`config.mk`:
```
export PLATFORM = sky130hd
export DESIGN_NAME = cache_sram_ctrl
export DESIGN_NICKNAME = d
export VERILOG_FILES = /design/src/rtl/cache_sram_ctrl.sv
export SDC_FILE = /design/constraint.sdc
export NUM_CORES = 1
export LEC_CHECK = 0
export CORE_MARGIN = 2
export CORE_UTILIZATION = 47
export DETAILED_ROUTE_END_ITERATION = 10
export PLACE_DENSITY = 0.88
export SLEW_MARGIN = 20
export SYNTH_ARGS = -nofsm -noshare
export SYNTH_HDL_FRONTEND = slang
export SYNTH_SLANG_ARGS = --single-unit
```
`constraint.sdc`:
```
create_clock -name clk_i -period 6 [get_ports clk_i]
set_input_delay 1.2 -clock clk_i [delete_from_list [all_inputs] [get_ports clk_i]]
set_output_delay 1.2 -clock clk_i [all_outputs]
set_load 0.01 [all_outputs]
```
`src/rtl/cache_sram_ctrl.sv`:
```
// cache_sram_ctrl: initiator for a single-port (1RW) synchronous-read cache SRAM.
// Accepts valid/ready requests, drives registered active-low SRAM strobes, and
// returns read data through a 2-entry response FIFO. After reset, or when a
// flush is requested, it writes InitValue to every line before serving requests.
module cache_sram_ctrl #(
  parameter int                DWidth    = 56,
  parameter int                Depth     = 128,
  parameter logic [DWidth-1:0] InitValue = '0,
  localparam int               Index     = $clog2(Depth)
) (
  input  logic              clk_i,
  input  logic              rst_i,
  input  logic              flush_i,
  output logic              init_done_o,
  input  logic              req_valid_i,
  output logic              req_ready_o,
  input  logic              req_we_i,
  input  logic [Index-1:0]  req_addr_i,
  input  logic [DWidth-1:0] req_wdata_i,
  output logic              rsp_valid_o,
  input  logic              rsp_ready_i,
  output logic [DWidth-1:0] rsp_rdata_o,
  output logic              sram_csb_o,
  output logic              sram_web_o,
  output logic              sram_oeb_o,
  output logic [Index-1:0]  sram_addr_o,
  output logic [DWidth-1:0] sram_data_o,
  input  logic [DWidth-1:0] sram_data_i
);

  localparam logic [0:0]       ST_INIT  = 1'b0;
  localparam logic [0:0]       ST_IDLE  = 1'b1;
  localparam logic [Index-1:0] LastLine = Index'(Depth - 1);

  // Control state
  logic [0:0]        r_state;
  logic [Index-1:0]  r_ptr;
  logic              r_flush_pend;
  // Read pipeline: r_rd_s1 = strobe on the pins, r_rd_s2 = data on sram_data_i
  logic              r_rd_s1;
  logic              r_rd_s2;

  // Registered SRAM pins
  logic              r_sram_csb;
  logic              r_sram_web;
  logic              r_sram_oeb;
  logic [Index-1:0]  r_sram_addr;
  logic [DWidth-1:0] r_sram_data;

  // Response FIFO
  logic [DWidth-1:0] r_fifo_mem [2];
  logic              r_fifo_wr;
  logic              r_fifo_rd;
  logic [1:0]        r_fifo_cnt;

  logic              w_init_done;
  logic              w_rsp_valid;
  logic              w_pop;
  logic              w_push;
  logic              w_req_fire;
  logic              w_drained;
  logic [2:0]        w_outstanding;

  assign w_init_done = (r_state == ST_IDLE);
  assign w_rsp_valid = (r_fifo_cnt != 2'd0);
  assign w_pop       = w_rsp_valid & rsp_ready_i;
  assign w_push      = r_rd_s2;
  assign w_drained   = ~r_rd_s1 & ~r_rd_s2 & (r_fifo_cnt == 2'd0);

  // Every accepted read eventually needs a FIFO slot, so reads still in the
  // pipeline count against the two entries. A pop this cycle frees one slot
  // early, which is why ready depends combinationally on rsp_ready_i.
  assign w_outstanding = 3'(r_rd_s1) + 3'(r_rd_s2) + 3'(r_fifo_cnt) - 3'(w_pop);
  assign req_ready_o   = w_init_done & ~r_flush_pend & (w_outstanding < 3'd2);
  assign w_req_fire    = req_valid_i & req_ready_o;

  // Sweep/request sequencing and registered SRAM strobes.
  always_ff @(posedge clk_i) begin
    if (rst_i) begin
      r_state      <= ST_INIT;
      r_ptr        <= '0;
      r_flush_pend <= 1'b0;
      r_rd_s1      <= 1'b0;
      r_rd_s2      <= 1'b0;
      r_sram_csb   <= 1'b1;
      r_sram_web   <= 1'b1;
      r_sram_oeb   <= 1'b1;
      r_sram_addr  <= '0;
      r_sram_data  <= '0;
    end else begin
      // NOTE: non-blocking assignments let the defaults below be overridden
      // later in the block while every right-hand side still reads the
      // pre-edge value, so the read pipeline shifts correctly.
      r_sram_csb <= 1'b1;
      r_sram_web <= 1'b1;
      r_sram_oeb <= ~r_rd_s1;
      r_rd_s2    <= r_rd_s1;
      r_rd_s1    <= 1'b0;

      case (r_state)
        ST_INIT: begin
          r_sram_csb  <= 1'b0;
          r_sram_web  <= 1'b0;
          r_sram_addr <= r_ptr;
          r_sram_data <= InitValue;
          r_ptr       <= r_ptr + Index'(1);
          if (r_ptr == LastLine) begin
            r_state <= ST_IDLE;
          end
        end
        default: begin
          if (w_req_fire) begin
            r_sram_csb  <= 1'b0;
            r_sram_web  <= ~req_we_i;
            r_sram_addr <= req_addr_i;
            r_sram_data <= req_wdata_i;
            r_rd_s1     <= ~req_we_i;
          end
          // A flush waits until every accepted read has been handed back.
          if (r_flush_pend) begin
            if (w_drained) begin
              r_state      <= ST_INIT;
              r_ptr        <= '0;
              r_flush_pend <= 1'b0;
            end
          end else if (flush_i) begin
            r_flush_pend <= 1'b1;
          end
        end
      endcase
    end
  end

  // Response FIFO: capture read data one cycle after the strobe, pop on handshake.
  always_ff @(posedge clk_i) begin
    if (rst_i) begin
      // NOTE: the two storage words are reset only because the head drives
      // rsp_rdata_o directly and must read zero out of reset.
      for (int i = 0; i < 2; i++) begin
        r_fifo_mem[i] <= '0;
      end
      r_fifo_wr  <= 1'b0;
      r_fifo_rd  <= 1'b0;
      r_fifo_cnt <= 2'd0;
    end else begin
      if (w_push) begin
        r_fifo_mem[r_fifo_wr] <= sram_data_i;
        r_fifo_wr             <= ~r_fifo_wr;
      end
      if (w_pop) begin
        r_fifo_rd <= ~r_fifo_rd;
      end
      r_fifo_cnt <= r_fifo_cnt + 2'(w_push) - 2'(w_pop);
    end
  end

  assign init_done_o = w_init_done;
  assign rsp_valid_o = w_rsp_valid;
  assign rsp_rdata_o = r_fifo_mem[r_fifo_rd];
  assign sram_csb_o  = r_sram_csb;
  assign sram_web_o  = r_sram_web;
  assign sram_oeb_o  = r_sram_oeb;
  assign sram_addr_o = r_sram_addr;
  assign sram_data_o = r_sram_data;

endmodule
```
==> results of run 1 <==
[power groups by stage]
stage / sequential [mW] / clock (mW) / combinational [mW]
2_1_floorplan: 1.48 / 0 / 0.282
3_3_place_gp: 1.49 / 0 / 0.517
3_5_place_dp: 1.49 / 0 / 0.525
4_1_cts: 1.46 / 1.17 / 0.527
5_1_grt: 1.47 / 1.23 / 0.563
6_report: 1.46 / 1.15 / 0.526
[path summary, 6_finish.rpt]
kind / to / cells past startpoint
worst max-delay path: req_ready_o / 10
worst min-delay path: sram_data_o[12]$_SDFFE_PP0P_ / 2
worst max register to register: sram_data_o[55]$_SDFFE_PP0P_ / 10
worst min register to register: sram_data_o[12]$_SDFFE_PP0P_ / 2
[cell type report]
cell class / instances / area, µm² / area share [%]
Clock inverter: 15 / 185.2 / 1.618
Sequential cell: 194 / 5007 / 43.76
Inverter: 11 / 41.29 / 0.3608
Multi-Input combinational cell: 434 / 2920 / 25.52
Clock buffer: 17 / 425.4 / 3.717
Tap cell: 225 / 281.5 / 2.460
Timing Repair Buffer: 261 / 2582 / 22.57
[state kept, by name, summed over array words and instances, names as in the netlist, 2 cells and up, named ones only]
name,cells
r_fifo_cnt,2
sram_data_o,56
r_fifo_mem,112
r_ptr,7
sram_addr_o,7
[metal layers]
layer  global-route usage (%)  up-vias  part of all wire (%)
met5                        0        -                     0
met4                    6.944        0                   1.3
met3                    8.979       21                   9.7
met2                    37.28      214                    51
met1                    26.34     3011                    39
li1                         -     2936                     -
[stage by stage]
stage                     util, %  cell area [µm²]  std cells  hold slack [ps]  setup slack [ps]
after global routing        66.86            11440       1157            489.0             434.0
after global placement      63.22            10820       1125            459.5             661.7
after detailed placement    63.22            10820       1125            466.4             636.5
after CTS                   66.78            11430       1157            475.7             637.1
after floorplan                 -             8129        697            449.8              1042
final                       66.86            11440       1157            476.7             656.4
[worst max-delay path, stage by stage]
cell and delay (ps):
clkdlybuf4s50_1 470, o21a_1 180, ha_1 240, inv_1 50, ha_1 210, a21o_1 170, fa_1 520, xnor2_4 180
nor4b_1 280, clkdlybuf4s50_1 630
[cells by family (layout without fill, tap and decap cells)]
| group | after synthesis | count (layout) | synth area share [%] |
|---|---|---|---|
| adders and majority gates | 6 | 6 | 1.016 |
| DFF | 194 | 194 | 61.57 |
| buffers and inverters | 69 | 304 | 3.509 |
| and+or+nand+nor | 216 | 216 | 15.19 |
| AOI/OAI and AO/OA | 147 | 147 | 9.897 |
| xor gates and xnor gates | 9 | 9 | 1.062 |
| muxes | 56 | 56 | 7.757 |
[cells in the final DEF, fill, tap and decap left out, types with 2 or more instances in the layout]
master / n
clkdlybuf4s50_1: 249
and2_1: 112
edfxtp_1: 112
dfxtp_1: 80
nand3_1: 67
o21ai_0: 63
a21oi_1: 60
mux2_2: 56
clkbuf_16: 17
nor2_1: 12
buf_4: 12
inv_1: 11
nand2_1: 8
a311oi_1: 7
ha_1: 5
xnor2_1: 4
clkinv_8: 4
inv_6: 4
a21o_1: 3
xor2_1: 3
o211ai_1: 3
o21ai_4: 2
nor2b_1: 2
o32ai_1: 2
nand2b_1: 2
nand4b_1: 2
o311ai_0: 2
nor3_2: 2
dfxtp_2: 2
clkinv_4: 2
inv_8: 2
clkinvlp_4: 2
==> impl_metrics.toml, run 1 <==
[cts]
ctsResizeCount = 0
cts_root_buf = "clkbuf_16"
post_cts_buffers = 0
clock_sinks = 194
clk_pin_slew_worst_paths_ps = 70
hold_buffers = 0
cts_tree = "yes"
cts_buffers = 17
clock_latency_ps = 430
cts_max_path_buffers = 2
h-tree-depth = 4

[logic_synthesis]
syn_area_mm2 = 0.008129
synth_edf_count = 112
seq_area_frac_synth_pct = 61.57
yosysTopAreaCellShare_pct = 41.37
syn_nets = 828
ys_top_cells_by_area = "edfxtp_1, dfxtp_1, and2_1"
synth_seq_cells = 194
ys_top_cells_by_count = "and2_1, edfxtp_1, dfxtp_1"
syn-instance-count = 697
synthArstFlopShare_pct = 0
avgSynthCellArea_um2 = 11.66
ys_warn_count = 0
synth_top_area_cell = "edfxtp_1"
ys.flop_type = "edfxtp_1"
synth.distinct_cells = 40

[detailed_routing]
drc = 0
first_pass_iters = 4
drtIter0Drc = 324
ant_nets = 0
num_vias = 6182
routed_wl_um = 20610
wl_per_cell_um = 17.81
viasPerCell = 5.343

[power]
clockPowerShare_pct = 36.7
power_frac_seq_pct = 46.6
p_leak_nw = 3.959
p_per_area_mw_per_mm2 = 274.4
power.net_switching_mw = 0.8513
p_sw_share_pct = 27.11
power_frac_comb_pct = 16.7
power_mw = 3.140
vdd_drop_max_v = 0.0002275
p_int_mw = 2.289

[hold_path]
min_path_type = "reg2reg"
holdCritStartpoint = "sram_data_o[12]$_SDFFE_PP0P_"

[timing]
skew_ps = 13.70
maxSlewViolCount = 0
finalSetupViolations = 0
hold_violations = 0
fmax_mhz = 187.1
fin_crit_ps = 5344
tns_ps = 0
fin_crit_sh_pct = 89.06
relSlewSlack_pct = 27.30
rsz0062_at_grt = "no"
tightestPinTransition_ps = 1087

[layout]
nFillCells = 1270
n_antenna_cell = 0
nets = 1050
area_growth_pct = 40.77
drive_gt1_share_pct = 12.02

[worst_setup_path]
r2r-start = "r_fifo_cnt[1]$_SDFF_PP0_"
r2r_slack_ps = 2430
cp-end-kind = "output port"
path_max_fanout = 3
worstSetupStartpointType = "input pin"
worstPathArrival_ps = 4140
required_ps = 4800
critPathLaunch = "rsp_ready_i"
crit_type = "in2out"

[outcome]
outcome = "completed"

[die]
initial_core_util_pct = 47.49
rows = 48
core_area_mm2 = 0.01712
die-area_mm2 = 0.01836
die_h_um = 135.5
die_x_um = 135.5
pin_count = 250

[placed_design]
dp_hpwl_um = 13680
port-buffer-count = 249
gp_congestion = 0.7651

[global_route]
grt_pass1_wl_um = 31650
globalRoute.totalOverflow = 0
grt_max_degree = 64
grt_use_total_pct = 22.25
antenna_found_initial = 0
grt_pass1_vias = 6118

[run]
maxCapViolations = 0
(Power assumes the default switching activity.)
==> run 2: changes to the inputs <==
ABC_AREA = 1   (was default)
RECOVER_POWER = 50   (was default)
==> run 2 against run 1 <==
Synthesized cell count is 10% higher. The flow now finishes with violations (max-capacitance violations, max-slew violations). Worst hold slack worse by 39 ps. First-iteration DRC count is 31% higher. Fmax is 1.4% higher.
==> impl_metrics.toml, run 2 <==
[cts]
clk_pin_slew_worst_paths_ps = 70
cts_max_path_buffers = 2
ctsResizeCount = 0
clock_latency_ps = 430
cts_root_buf = "clkbuf_16"
cts_tree = "yes"
post_cts_buffers = 0
cts_buffers = 17
hold_buffers = 0
h-tree-depth = 4
clock_sinks = 194

[layout]
top_register = "r_fifo_mem"
nFillCells = 1304
area_growth_pct = 38.79
multi_input_area_mm2 = 0.002683
seqCellArea_mm2 = 0.005006
final_common_cell = "clkdlybuf4s50_1"
final_util_pct = 66.43
fin_area_mm2 = 0.01141
largest_register_ffs = 112
final_cell_mix = "clkdlybuf4s50_1, nor2_1, edfxtp_1"
drive_gt1_share_pct = 16.24
nets = 1128

[outcome]
outcome = "finished with violations"
violations = "max-capacitance violations, max-slew violations"

[worst_setup_path]
worst_path_max_delay_cell = "clkdlybuf4s50_1"
cp.buffers_inverters = 4
cp_top_family = "buffers and inverters"
cp-end-kind = "output port"
max_stage_delay_ps = 540
worstPathArrival_ps = 4070
path_max_fanout = 5
crit_type = "in2out"
required_ps = 4800
worstSetupStartpointType = "input pin"
path_cells = "dlygate4sd3_1 -> inv_1 -> nor2_1 -> ha_1 -> inv_1 -> ha_1 -> a21o_1 -> fa_1 -> nor2_2 -> and2_4 -> clkdlybuf4s50_1"

[detailed_routing]
dr_wl_met3_um = 1820
drtIter0Drc = 425
routed-wl-met2_um = 10210
viasPerCell = 5.006
first_pass_iters = 7
ant_nets = 0
wl_per_cell_um = 16.48
routed.top_layer = "met4"
wl_met1_um = 8042
routed_wl_um = 20370
num_vias = 6187
drc = 0

[timing]
hold_violations = 0
worst_hold_slack_ps = 437.9
tightestPinTransition_ps = 2736
fin_crit_sh_pct = 87.83
finalSetupViolations = 0
fin_crit_ps = 5270
rsz0062_at_grt = "no"
skew_ps = 11.80
maxSlewViolCount = 115
tns_ps = 0
fmax_mhz = 189.8
relSlewSlack_pct = -82.38

[logic_synthesis]
synth.distinct_cells = 33
synth_top_area_cell = "edfxtp_1"
ys.flop_type = "edfxtp_1"
syn-instance-count = 767
synth_edf_count = 112
seq_area_frac_synth_pct = 60.87
synthArstFlopShare_pct = 0
ys_warn_count = 0
ys_top_cells_by_area = "edfxtp_1, dfxtp_1, mux2_2"
avgSynthCellArea_um2 = 10.72
yosysMostFrequentCell = "nor2_1"
syn_area_mm2 = 0.008222
syn_nets = 898
ys_top_cells_by_count = "nor2_1, edfxtp_1, nand2_1"
yosysTopAreaCellShare_pct = 40.91
synth_seq_cells = 194

[global_route]
antenna_found_initial = 1
grt_pass1_vias = 6196
grt_max_degree = 58
grt_use_total_pct = 21.88
grt_pass1_wl_um = 31280
globalRoute.totalOverflow = 0

[run]
maxCapViolations = 2

[die]
rows = 48
die-area_mm2 = 0.01857
pin_count = 250
initial_core_util_pct = 47.87
die_h_um = 136.3
die_x_um = 136.3
core_area_mm2 = 0.01718

[placed_design]
gp_congestion = 0.7328
port-buffer-count = 249
placed_area_mm2 = 0.01081
dp_hpwl_um = 13360

[power]
p_per_area_mw_per_mm2 = 258.6
p_leak_nw = 4.515
vdd_drop_max_v = 0.0001864

[hold_path]
min_path_type = "reg2reg"
-- run 2: changes by cell type in the layout (fill, tap and decap cells not counted), sizes merged, moves of 62 or more --
cell           change
clkdlybuf4s50     -70
o21ai             -62
dlygate4sd3       +69
nor2             +126
nand2             +83
and2             -111
inv               +64
-- run 2: cell type report --
type | count | share of cell area (%)
repair buffers | 258 | 22.32
diodes | 1 | 0.02193
clock inverters | 15 | 1.645
inverters | 74 | 2.434
well taps | 225 | 2.467
multi-input cells | 452 | 23.51
clock buffers | 17 | 3.728
flip-flops and latches | 194 | 43.87
-- run 2: worst paths after layout --
kind | start | to | slack [ps] | depth (start not counted)
max | rsp_ready_i | req_ready_o | 730 | 11
min | r_fifo_rd$_SDFFE_PP0P_ | flip-flop | 440 | 1
max reg2reg | r_fifo_cnt[0]$_SDFF_PP0_ | sram_data_o[40]$_SDFFE_PP0P_ | 2620 | 12
min reg2reg | r_fifo_rd$_SDFFE_PP0P_ | flip-flop | 440 | 1
-- run 2: cells by family after synthesis --
kind of cell | count (synthesis) | synth area share, %
AOI/OAI and AO/OA | 80 | 6.285
xor gates and xnor gates | 1 | 0.1065
adders and majority gates | 6 | 1.004
buffers and inverters | 121 | 6.559
DFF | 194 | 60.87
muxes | 58 | 7.914
and+or+nand+nor | 307 | 17.26
-- run 2: power by group --
| group | internal, mW | switching, mW |
|---|---|---|
| clock | 0.637 | 0.543 |
| sequential | 1.43 | 0.0184 |
| combinational | 0.186 | 0.133 |
-- run 2: layer usage --
| metal | global-route usage, % | vias to the layer above |
|---|---|---|
| met5 | 0 | - |
| met2 | 37.88 | 215 |
| met1 | 24.98 | 2946 |
| li1 | - | 3002 |
| met4 | 6.713 | 0 |
| met3 | 8.464 | 24 |
-- run 2: per-stage QoR --
step	std cells	power, mW	worst slack (ps)
after floorplan	767	1.614	1768
final	1236	2.951	730.2
after global placement	1203	1.799	851.3
after detailed placement	1203	1.804	815.0
after CTS	1235	2.977	767.2
after global routing	1236	3.058	581.2
==> run 3: changes to the inputs <==
SKIP_CTS_REPAIR_TIMING = 1   (was default)
==> results of run 3 <==
No change in the layout: final DEF, timing and power equal those of run 2.
